`src/rtl/fault_trigger_sequencer.sv`:
```
// ============================================================================
// fault_trigger_sequencer: counts trigger pulses and issues them as spaced, gate_ready-qualified fault pulses.
// Optional feature macro: FAULT_TRIG_STATS_EN (issued-pulse counter). Revision: 1.0
// ============================================================================
`default_nettype none

module fault_trigger_sequencer #(
  parameter int SRC_COUNT = 4,
  parameter int CNT_W     = 4,
  parameter int GAP       = 2
) (
  input  logic                 clk,
  input  logic                 reset,
  input  logic                 logic_reset,
  input  logic [SRC_COUNT-1:0] trig_in,
  input  logic                 gate_ready,
  output logic                 fault_out,
  output logic [CNT_W-1:0]     pending,
  output logic                 busy,
  output logic                 overflow,
  output logic [15:0]          issued_cnt
);

  localparam int ADD_W = (SRC_COUNT > 1) ? $clog2(SRC_COUNT + 1) : 1;
  localparam int SUM_W = CNT_W + $clog2(SRC_COUNT) + 1;
  localparam int GAP_W = (GAP > 1) ? $clog2(GAP) : 1;

  localparam logic [CNT_W-1:0] PEND_MAX   = '1;
  localparam logic [GAP_W-1:0] GAP_RELOAD = GAP_W'(GAP - 1);

  localparam logic [1:0] ST_IDLE  = 2'd0;
  localparam logic [1:0] ST_ISSUE = 2'd1;
  localparam logic [1:0] ST_WAIT  = 2'd2;

  logic [1:0]       state_q,   state_d;
  logic [CNT_W-1:0] pending_q, pending_d;
  logic [GAP_W-1:0] gap_q,     gap_d;
  logic             fault_q,   fault_d;
  logic             ovf_q,     ovf_d;

  logic [ADD_W-1:0] add_w;
  logic [SUM_W-1:0] sum_w;
  logic             sat_w;
  logic             issue_w;
  logic [CNT_W-1:0] pend_next_w;

  always_comb begin
    add_w = '0;
    for (int i = 0; i < SRC_COUNT; i++) begin
      add_w = add_w + ADD_W'(trig_in[i]);
    end
  end

  // The issue decision and the decrement share an edge, so pending never counts a pulse already on fault_out.
  assign issue_w = (state_q == ST_ISSUE) && (gap_q == '0) && gate_ready &&
                   (pending_q != '0) && !logic_reset;

  assign sum_w       = SUM_W'(pending_q) + SUM_W'(add_w) - SUM_W'(issue_w);
  assign sat_w       = (sum_w > SUM_W'(PEND_MAX)) && !logic_reset;
  assign pend_next_w = sat_w ? PEND_MAX : sum_w[CNT_W-1:0];

  always_comb begin
    state_d   = state_q;
    pending_d = pend_next_w;
    fault_d   = 1'b0;
    ovf_d     = ovf_q | sat_w;
    gap_d     = (gap_q != '0) ? (gap_q - GAP_W'(1)) : gap_q;

    case (state_q)
      ST_IDLE: begin
        if (add_w != '0) begin
          state_d = ST_ISSUE;
        end
      end
      ST_ISSUE: begin
        if (issue_w) begin
          fault_d = 1'b1;
          gap_d   = GAP_RELOAD;
          if (pend_next_w == '0) begin
            state_d = ST_IDLE;
          end
        end else if (gap_q == '0 && !gate_ready) begin
          state_d = ST_WAIT;
        end else if (pending_q == '0 && add_w == '0) begin
          state_d = ST_IDLE;
        end
      end
      ST_WAIT: begin
        if (gate_ready) begin
          state_d = ST_ISSUE;
        end
      end
      default: state_d = ST_IDLE;
    endcase

    // Frame abort drops everything in flight, including this cycle's arrivals.
    if (logic_reset) begin
      state_d   = ST_IDLE;
      pending_d = '0;
      gap_d     = '0;
      fault_d   = 1'b0;
      ovf_d     = ovf_q;
    end
  end

  always_ff @(posedge clk or negedge reset) begin
    if (!reset) begin
      state_q   <= ST_IDLE;
      pending_q <= '0;
      gap_q     <= '0;
      fault_q   <= 1'b0;
      ovf_q     <= 1'b0;
    end else begin
      state_q   <= state_d;
      pending_q <= pending_d;
      gap_q     <= gap_d;
      fault_q   <= fault_d;
      ovf_q     <= ovf_d;
    end
  end

`ifdef FAULT_TRIG_STATS_EN
  logic [15:0] issued_q, issued_d;

  assign issued_d = issue_w ? (issued_q + 16'd1) : issued_q;

  always_ff @(posedge clk or negedge reset) begin
    if (!reset) begin
      issued_q <= 16'h0000;
    end else begin
      issued_q <= issued_d;
    end
  end

  assign issued_cnt = issued_q;
`else
  assign issued_cnt = 16'h0000;
`endif

  assign fault_out = fault_q;
  assign pending   = pending_q;
  assign busy      = (state_q != ST_IDLE);
  assign overflow  = ovf_q;

endmodule

`default_nettype wire
```
`config.mk`:
```
export PLATFORM = sky130hd
export DESIGN_NAME = fault_trigger_sequencer
export DESIGN_NICKNAME = d
export VERILOG_FILES = /design/src/rtl/fault_trigger_sequencer.sv
export SDC_FILE = /design/constraint.sdc
export NUM_CORES = 1
export LEC_CHECK = 0
export CAP_MARGIN = 10
export CORE_MARGIN = 1.5
export CORE_UTILIZATION = 25
export DETAILED_ROUTE_END_ITERATION = 6
export GPL_TIMING_DRIVEN = 0
export PLACE_DENSITY = 0.54
export SLEW_MARGIN = 20
export SYNTH_ARGS = -nofsm -noshare
export SYNTH_HDL_FRONTEND = slang
export SYNTH_SLANG_ARGS = --single-unit
```
`constraint.sdc`:
```
create_clock -name clk -period 7.65 [get_ports clk]
set_input_delay 0.765 -clock clk [delete_from_list [all_inputs] [get_ports clk]]
set_output_delay 0.765 -clock clk [all_outputs]
set_load 0.03 [all_outputs]
```
### Word-level counts from Yosys, hierarchy flattened

Cells that the tools add are included.

| cells by class | value |
|---|---|
| $add $sub $neg | 6 |
| $lt $le $gt $ge | 1 |
| equal/unequal tests | 6 |
| multiplexer cells | 17 |
| bitwise logic cells | 2 |
| reduce and logical (&&, ||, !) cells | 17 |

Operator list:

| cell | count |
|---|---|
| two-way mux 2 bit | 7 |
| logical NOT 4 bit | 2 |
| two-way mux 4 bit | 2 |
| > comparator 7 x 4 -> 1 bit (second input constant) | 1 |
| logical AND 1 bit | 7 |
| two-way mux 1 bit | 7 |
| inequality test 3 bit (second input constant) | 2 |
| case mux 2 bit (3 select lines) | 1 |
| subtractor 5 x 1 -> 6 bit | 1 |
| adder 4 x 3 -> 5 bit | 1 |
| inequality test 5 x 3 -> 1 bit (second input constant) | 1 |
| inequality test 4 x 3 -> 1 bit (second input constant) | 1 |
| AND reduction 4 bit | 1 |
| nonzero test 4 bit | 1 |
| adder 2 x 1 -> 3 bit | 1 |
| adder 3 x 1 -> 3 bit | 1 |
| logical NOT 3 bit | 1 |
| nonzero test 3 bit | 1 |
| adder 1 x 1 -> 2 bit | 1 |
| equality test 2 x 1 -> 1 bit (second input constant) | 1 |
| equality test 2 bit (second input constant) | 1 |
| logical NOT 1 bit | 2 |
| logical NOT 2 bit | 1 |
| nonzero test 2 bit | 1 |
| 3 further kinds | 3 |

| word-level totals | value |
|---|---|
| bits in registers | 9 |
| input port bits | 8 |
| logic and storage cells | 54 |

### Depth between registers and ports, before layout

Gate-level depths: netlist of the first run.

| depth | value |
|---|---|
| depth after elaboration | 14 |
| depth in mapped cells | 13 |
| mapped depth without buffers | 13 |

### Worst setup path before layout of the first run

No wires, ideal clock.

| path | value |
|---|---|
| path type | input port to flip-flop |
| start | input port logic_reset |
| end | register state_q[0] |
| setup time | 0.124 ns |
| arrival | 3.502 ns |
| path slack | 4.025 ns |
| stages | 13 |
| cell sequence | clkbuf_1 or3_1 nor4b_2 ha_1 inv_1 ha_1 inv_1 fa_1 nor2b_1 o21ai_0 a221oi_4 nand4_2 a211o_1 |

| between the ends | value |
|---|---|
| cells in the longest elaborated chain, start to end | 9 |
| elaborated cells on any way between the ends | 15 |
| those cells by class | 1 x add/sub; 1 x order compare; 4 x eq/ne; 4 x mux; 5 x reduce/logical |

Ends and longest elaborated chain:

| element | line | text |
|---|---|---|
| start: declaration | 14 | `input logic logic_reset,` |
| logical NOT 1 bit | 56, 59 |  |
| logical AND 1 bit | 56 | `(pending_q != '0) && !logic_reset;` |
| subtractor 5 x 1 -> 6 bit | 58 | `assign sum_w = SUM_W'(pending_q) + SUM_W'(add_w) - SUM_W'(issue_w);` |
| > comparator 7 x 4 -> 1 bit | 59 | `assign sat_w = (sum_w > SUM_W'(PEND_MAX)) && !logic_reset;` |
| logical AND 1 bit | 59 |  |
| two-way mux 4 bit | 60 | `assign pend_next_w = sat_w ? PEND_MAX : sum_w[CNT_W-1:0];` |
| logical NOT 4 bit | 79 | `if (pend_next_w == '0) begin` |
| inequality test 4 x 3 -> 1 bit (no line) | - |  |
| AND reduction 4 bit (no line) | - |  |
| end signal: assignment | 114 | `state_q <= state_d;` |
| end: declaration | 35 | `logic [1:0] state_q, state_d;` |

Parallel ways exist; a longest one is shown, timed or not.
A chain may end at the register's enable or synchronous reset.

### Worst setup path in the final report of the first run

| path | value |
|---|---|
| start | input port trig_in[0] |
| end | register state_q[0] |

| between the ends | value |
|---|---|
| cells in the longest elaborated chain, start to end | 11 |
| elaborated cells on any way between the ends | 16 |
| those cells by class | 5 x add/sub; 1 x order compare; 3 x eq/ne; 1 x mux; 6 x reduce/logical |

Ends and longest elaborated chain:

| element | line | text |
|---|---|---|
| start: declaration | 15 | `input logic [SRC_COUNT-1:0] trig_in,` |
| adder 1 x 1 -> 2 bit (*) | 50 | `add_w = add_w + ADD_W'(trig_in[i]);` |
| adder 2 x 1 -> 3 bit (*) | 50 |  |
| adder 3 x 1 -> 3 bit (*) | 50 |  |
| adder 4 x 3 -> 5 bit | 58 |  |
| subtractor 5 x 1 -> 6 bit | 58 |  |
| > comparator 7 x 4 -> 1 bit | 59 |  |
| logical AND 1 bit | 59 |  |
| two-way mux 4 bit | 60 |  |
| logical NOT 4 bit | 79 |  |
| inequality test 4 x 3 -> 1 bit (no line) | - |  |
| AND reduction 4 bit (no line) (*) | - |  |

Mark *: on every way between the ends. The rest lies on a longest branch, timed or not.

==> results by group, run 1 <==
Layout
  – Antenna cell count: 0
  – Final-stage net count: 145
  – Post-Layout Inst Area: 1090 µm²
  – Area used by multi-input combinational logic: 494 µm²
  – Reg area: 200 µm²
  – Share of final-layout standard cells stronger than drive strength 1: 19.7%
  – Area growth from synthesis to final layout: 32.1%
  – Post-layout utilization of the core: 35.3%
  – # fillers: 327

Clock tree
  – Clock transition at the registers of the reported paths: 50 ps
  – Post_cts resized: 0
  – Post-CTS setup buffer count: 0
  – Clk Latency, worst-skew pair: 240 ps
  – CTS H-tree depth: 1
  – Number of buffers inserted during clock tree synthesis: 3
  – Hold buffers post-CTS: 0
  – CTS Root Cell: sky130_fd_sc_hd__clkbuf_4
  – CTS tree: done
  – Sinks on the clock net: 8
  – Maximum buffer depth of the clock tree: 2

Global route
  – Pin count of the biggest net entering global routing: 11
  – First-pass GRT wire length: 2.48 mm
  – Aggregate global-route resource usage: 8.93%
  – Total gr overflow: 0
  – Antenna violations before repair: 0
  – Via count of the first global-routing pass: 619

Detailed routing
  – Detailed-route vias per instance: 3.78
  – Antenna Nets Post-Route: 0
  – Post-detailed-route wirelength per cell: 8.50 µm
  – Length of the first detailed-routing pass in iterations: 4
  – Sum of routed wire length over all layers: 1.41 mm
  – Via Count: 628
  – Number of remaining DRC errors: 0
  – 1st-iter DRT viols: 7

Synthesis
  – Synthesized flop and latch total: 8
  – Leading post-synthesis cells by cell area: sky130_fd_sc_hd__dfrtp_1 24%, sky130_fd_sc_hd__ha_1 17%, sky130_fd_sc_hd__buf_4 15%, sky130_fd_sc_hd__inv_1 7.3%, sky130_fd_sc_hd__fa_1 4.9%
  – Synthesis warning total: 0
  – Post-synth EDFFs: 0
  – Most common flop cell mapped by yosys: sky130_fd_sc_hd__dfrtp_1
  – Synth top area share: 24.4%
  – Commonest cells in the synthesized netlist: 16 x sky130_fd_sc_hd__buf_4, 16 x sky130_fd_sc_hd__inv_1, 11 x sky130_fd_sc_hd__ha_1
  – Count of mapped cells out of synthesis: 91
  – Netlist area before placement: 822 µm²
  – Per-instance average area after synthesis: 9.03 µm²
  – Post-synth top area cell: sky130_fd_sc_hd__dfrtp_1
  – Cell variety after synth: 30
  – Fraction of the yosys area taken by sequential cells: 24.4%
  – Async SR Flop Fraction: 100%

Critical path
  – Arrival time at the worst endpoint: 4130 ps
  – Worst R2R Path Depth: 12
  – Required time worst endpoint: 7770 ps
  – Crit path launch type: input pin
  – Worst Setup End Kind: flop
  – Critical path class: input pin to flop
  – Crit Path Max Fanout: 6

STA
  – Final hold violation count: 0
  – Worst hold slack after final layout: 464 ps
  – Fin. max-slew vios: 0
  – Actual transition at the worst max-transition pin: 775 ps
  – Setup Viol. Count Final: 0
  – Setup skew after layout: 3.09 ps
  – Setup repair after global routing missed its margin: no
  – Setup TNS: 0 ps
  – Period utilisation layout: 52.3%
  – Min cycle time layout: 4000 ps
  – Headroom to the max-slew limit: 47.8%
  – Highest achievable clock rate: 250 MHz

Power and ir drop
  – LEAKAGE: 0.558 nW
  – Proportion of power drawn by flip-flops and latches: 19.6%
  – Peak VDD IR: 0.000101 V
  – Switching power of the nets: 0.000178 W
  – Net switching share of the total power: 48.2%
  – Internal power contribution: 0.000192 W
  – Total power: 0.000370 W
  – Power Density: 341 nW/µm²
  – Portion of total power attributed to combinational logic: 72.3%
  – Power share of the clock group: 8.1%

Hold path
  – Hold/Removal Path Class: flop to flop
  – Worst Hold Path Cells: 1

Die
  – Initial core utilization: 26.7%
  – Y dimension of the die: 60.3 µm
  – Total core area: 3080 µm²
  – Total number of placement rows: 20
  – Die width: 60.3 µm
  – Die Footprint: 3640 µm²
  – Boundary Pins: 31

Run
  – Max Cap Viol: 0

Place
  – RePlAce Congestion: 0.729
  – Buffers on Ports: 13
  – Placed cell area: 1060 µm²
  – Post-detailed-placement half-perimeter wirelength: 1.24 mm

Status
  – Outcome: complete, no violations
## power by group through the flow
stage	sequential (W)	combinational [W]	clock, W
after floorplan	0.0000914	0.000183	0
after global placement	0.0000733	0.000268	0
after detailed placement	0.0000735	0.000269	0
after CTS	0.0000728	0.000272	0.0000314
after global routing	0.0000758	0.000301	0.0000338
final	0.0000726	0.000267	0.0000301
## final timing paths
path / startpoint / to / slack [ps]
min: overflow$_DFFE_PN0N_ / overflow$_DFFE_PN0N_ / 460
min reg2reg: overflow$_DFFE_PN0N_ / overflow$_DFFE_PN0N_ / 460
max in group asynchronous: reset / pending[0]$_DFF_PN0_ / 6600
max: trig_in[0] / state_q[0]$_DFFE_PN0P_ / 3650
min in group asynchronous: reset / pending[1]$_DFF_PN0_ / 790
max reg2reg: pending[1]$_DFF_PN0_ / state_q[0]$_DFFE_PN0P_ / 4200
## layout make-up
type | instances | area share, %
plain buffers | 17 | 11.4
inverters | 16 | 5.53
well taps | 44 | 5.07
clock buffers | 3 | 2.07
flip-flops and latches | 8 | 18.4
repair buffers | 13 | 12.0
multi-input cells | 65 | 45.5
## registers in the layout, indices dropped and copies added, names as in the netlist
| register | count |
|---|---|
| fault_out | 1 |
| state_q | 2 |
| overflow | 1 |
| pending | 4 |
## layer usage
metal  GRT usage, %  vias to the layer above  share of wire (%)
met3           1.28                        0                5.1
met5              0                        -                  0
met4           3.81                        0                  0
li1               -                      331                  -
met1           12.1                      281                 47
met2           14.3                       16                 47
## stage by stage
stage | instances | setup WS (ps)
2_1_floorplan | 106 | 4020
3_3_place_gp | 163 | 3380
3_5_place_dp | 163 | 3350
4_1_cts | 166 | 3610
5_1_grt | 166 | 3440
6_report | 166 | 3650
## critical path, stage by stage
cell                              delay [ps]
sky130_fd_sc_hd__clkdlybuf4s50_1         440
sky130_fd_sc_hd__fa_1                    490
sky130_fd_sc_hd__ha_1                    200
sky130_fd_sc_hd__ha_1                    290
sky130_fd_sc_hd__inv_1                    40
sky130_fd_sc_hd__ha_1                    300
sky130_fd_sc_hd__fa_1                    460
sky130_fd_sc_hd__nor2b_1                 170
sky130_fd_sc_hd__o21ai_0                 160
sky130_fd_sc_hd__a221oi_4                380
sky130_fd_sc_hd__nand4_2                 120
sky130_fd_sc_hd__a211o_1                 310
## cells by family after synthesis
group | Yosys count | share of synthesized area [%]
compound gates | 14 | 13.1
fa+ha+maj | 13 | 21.6
buf+inv | 33 | 22.4
other cells | 1 | 0.456
xor+xnor | 2 | 2.13
flops | 8 | 24.4
simple gates | 20 | 16.0
## cells in the final DEF, fill, tap and decap left out, drive strengths merged, types with 4 or more instances in the layout
master          n
buf            16
a21oi           5
ha             11
conb           16
dfrtp           8
o21ai           4
inv            16
clkdlybuf4s50  13
nor3            4
clkbuf          4
Note: power is estimated with default switching activity, not from simulation.
==> run 2, diff against run 1 <==
- clock period: 7.65 -> 4.1 ns (I/O delays scaled with it)
==> results of run 2 <==
The final DEF is identical to that of run 1. Status: complete, no violations.
Main changes from that run: setup slack after placement 3350 ps -> 158 ps; setup slack after layout 3650 ps -> 452 ps; hold slack 464 ps -> 439 ps; register-to-register setup slack 4200 ps -> 650 ps; total power 0.000370 W -> 0.000691 W; worst IR drop on VDD 0.000101 V -> 0.000189 V
==> run 3, diff against run 2 <==
- CAP_MARGIN: 10 -> 20
==> results of run 3 <==
The final DEF is identical to that of run 1. Status: complete, no violations.
Main changes from that run: setup slack after placement 3350 ps -> 158 ps; setup slack after layout 3650 ps -> 452 ps; hold slack 464 ps -> 439 ps; register-to-register setup slack 4200 ps -> 650 ps; total power 0.000370 W -> 0.000691 W; worst IR drop on VDD 0.000101 V -> 0.000189 V
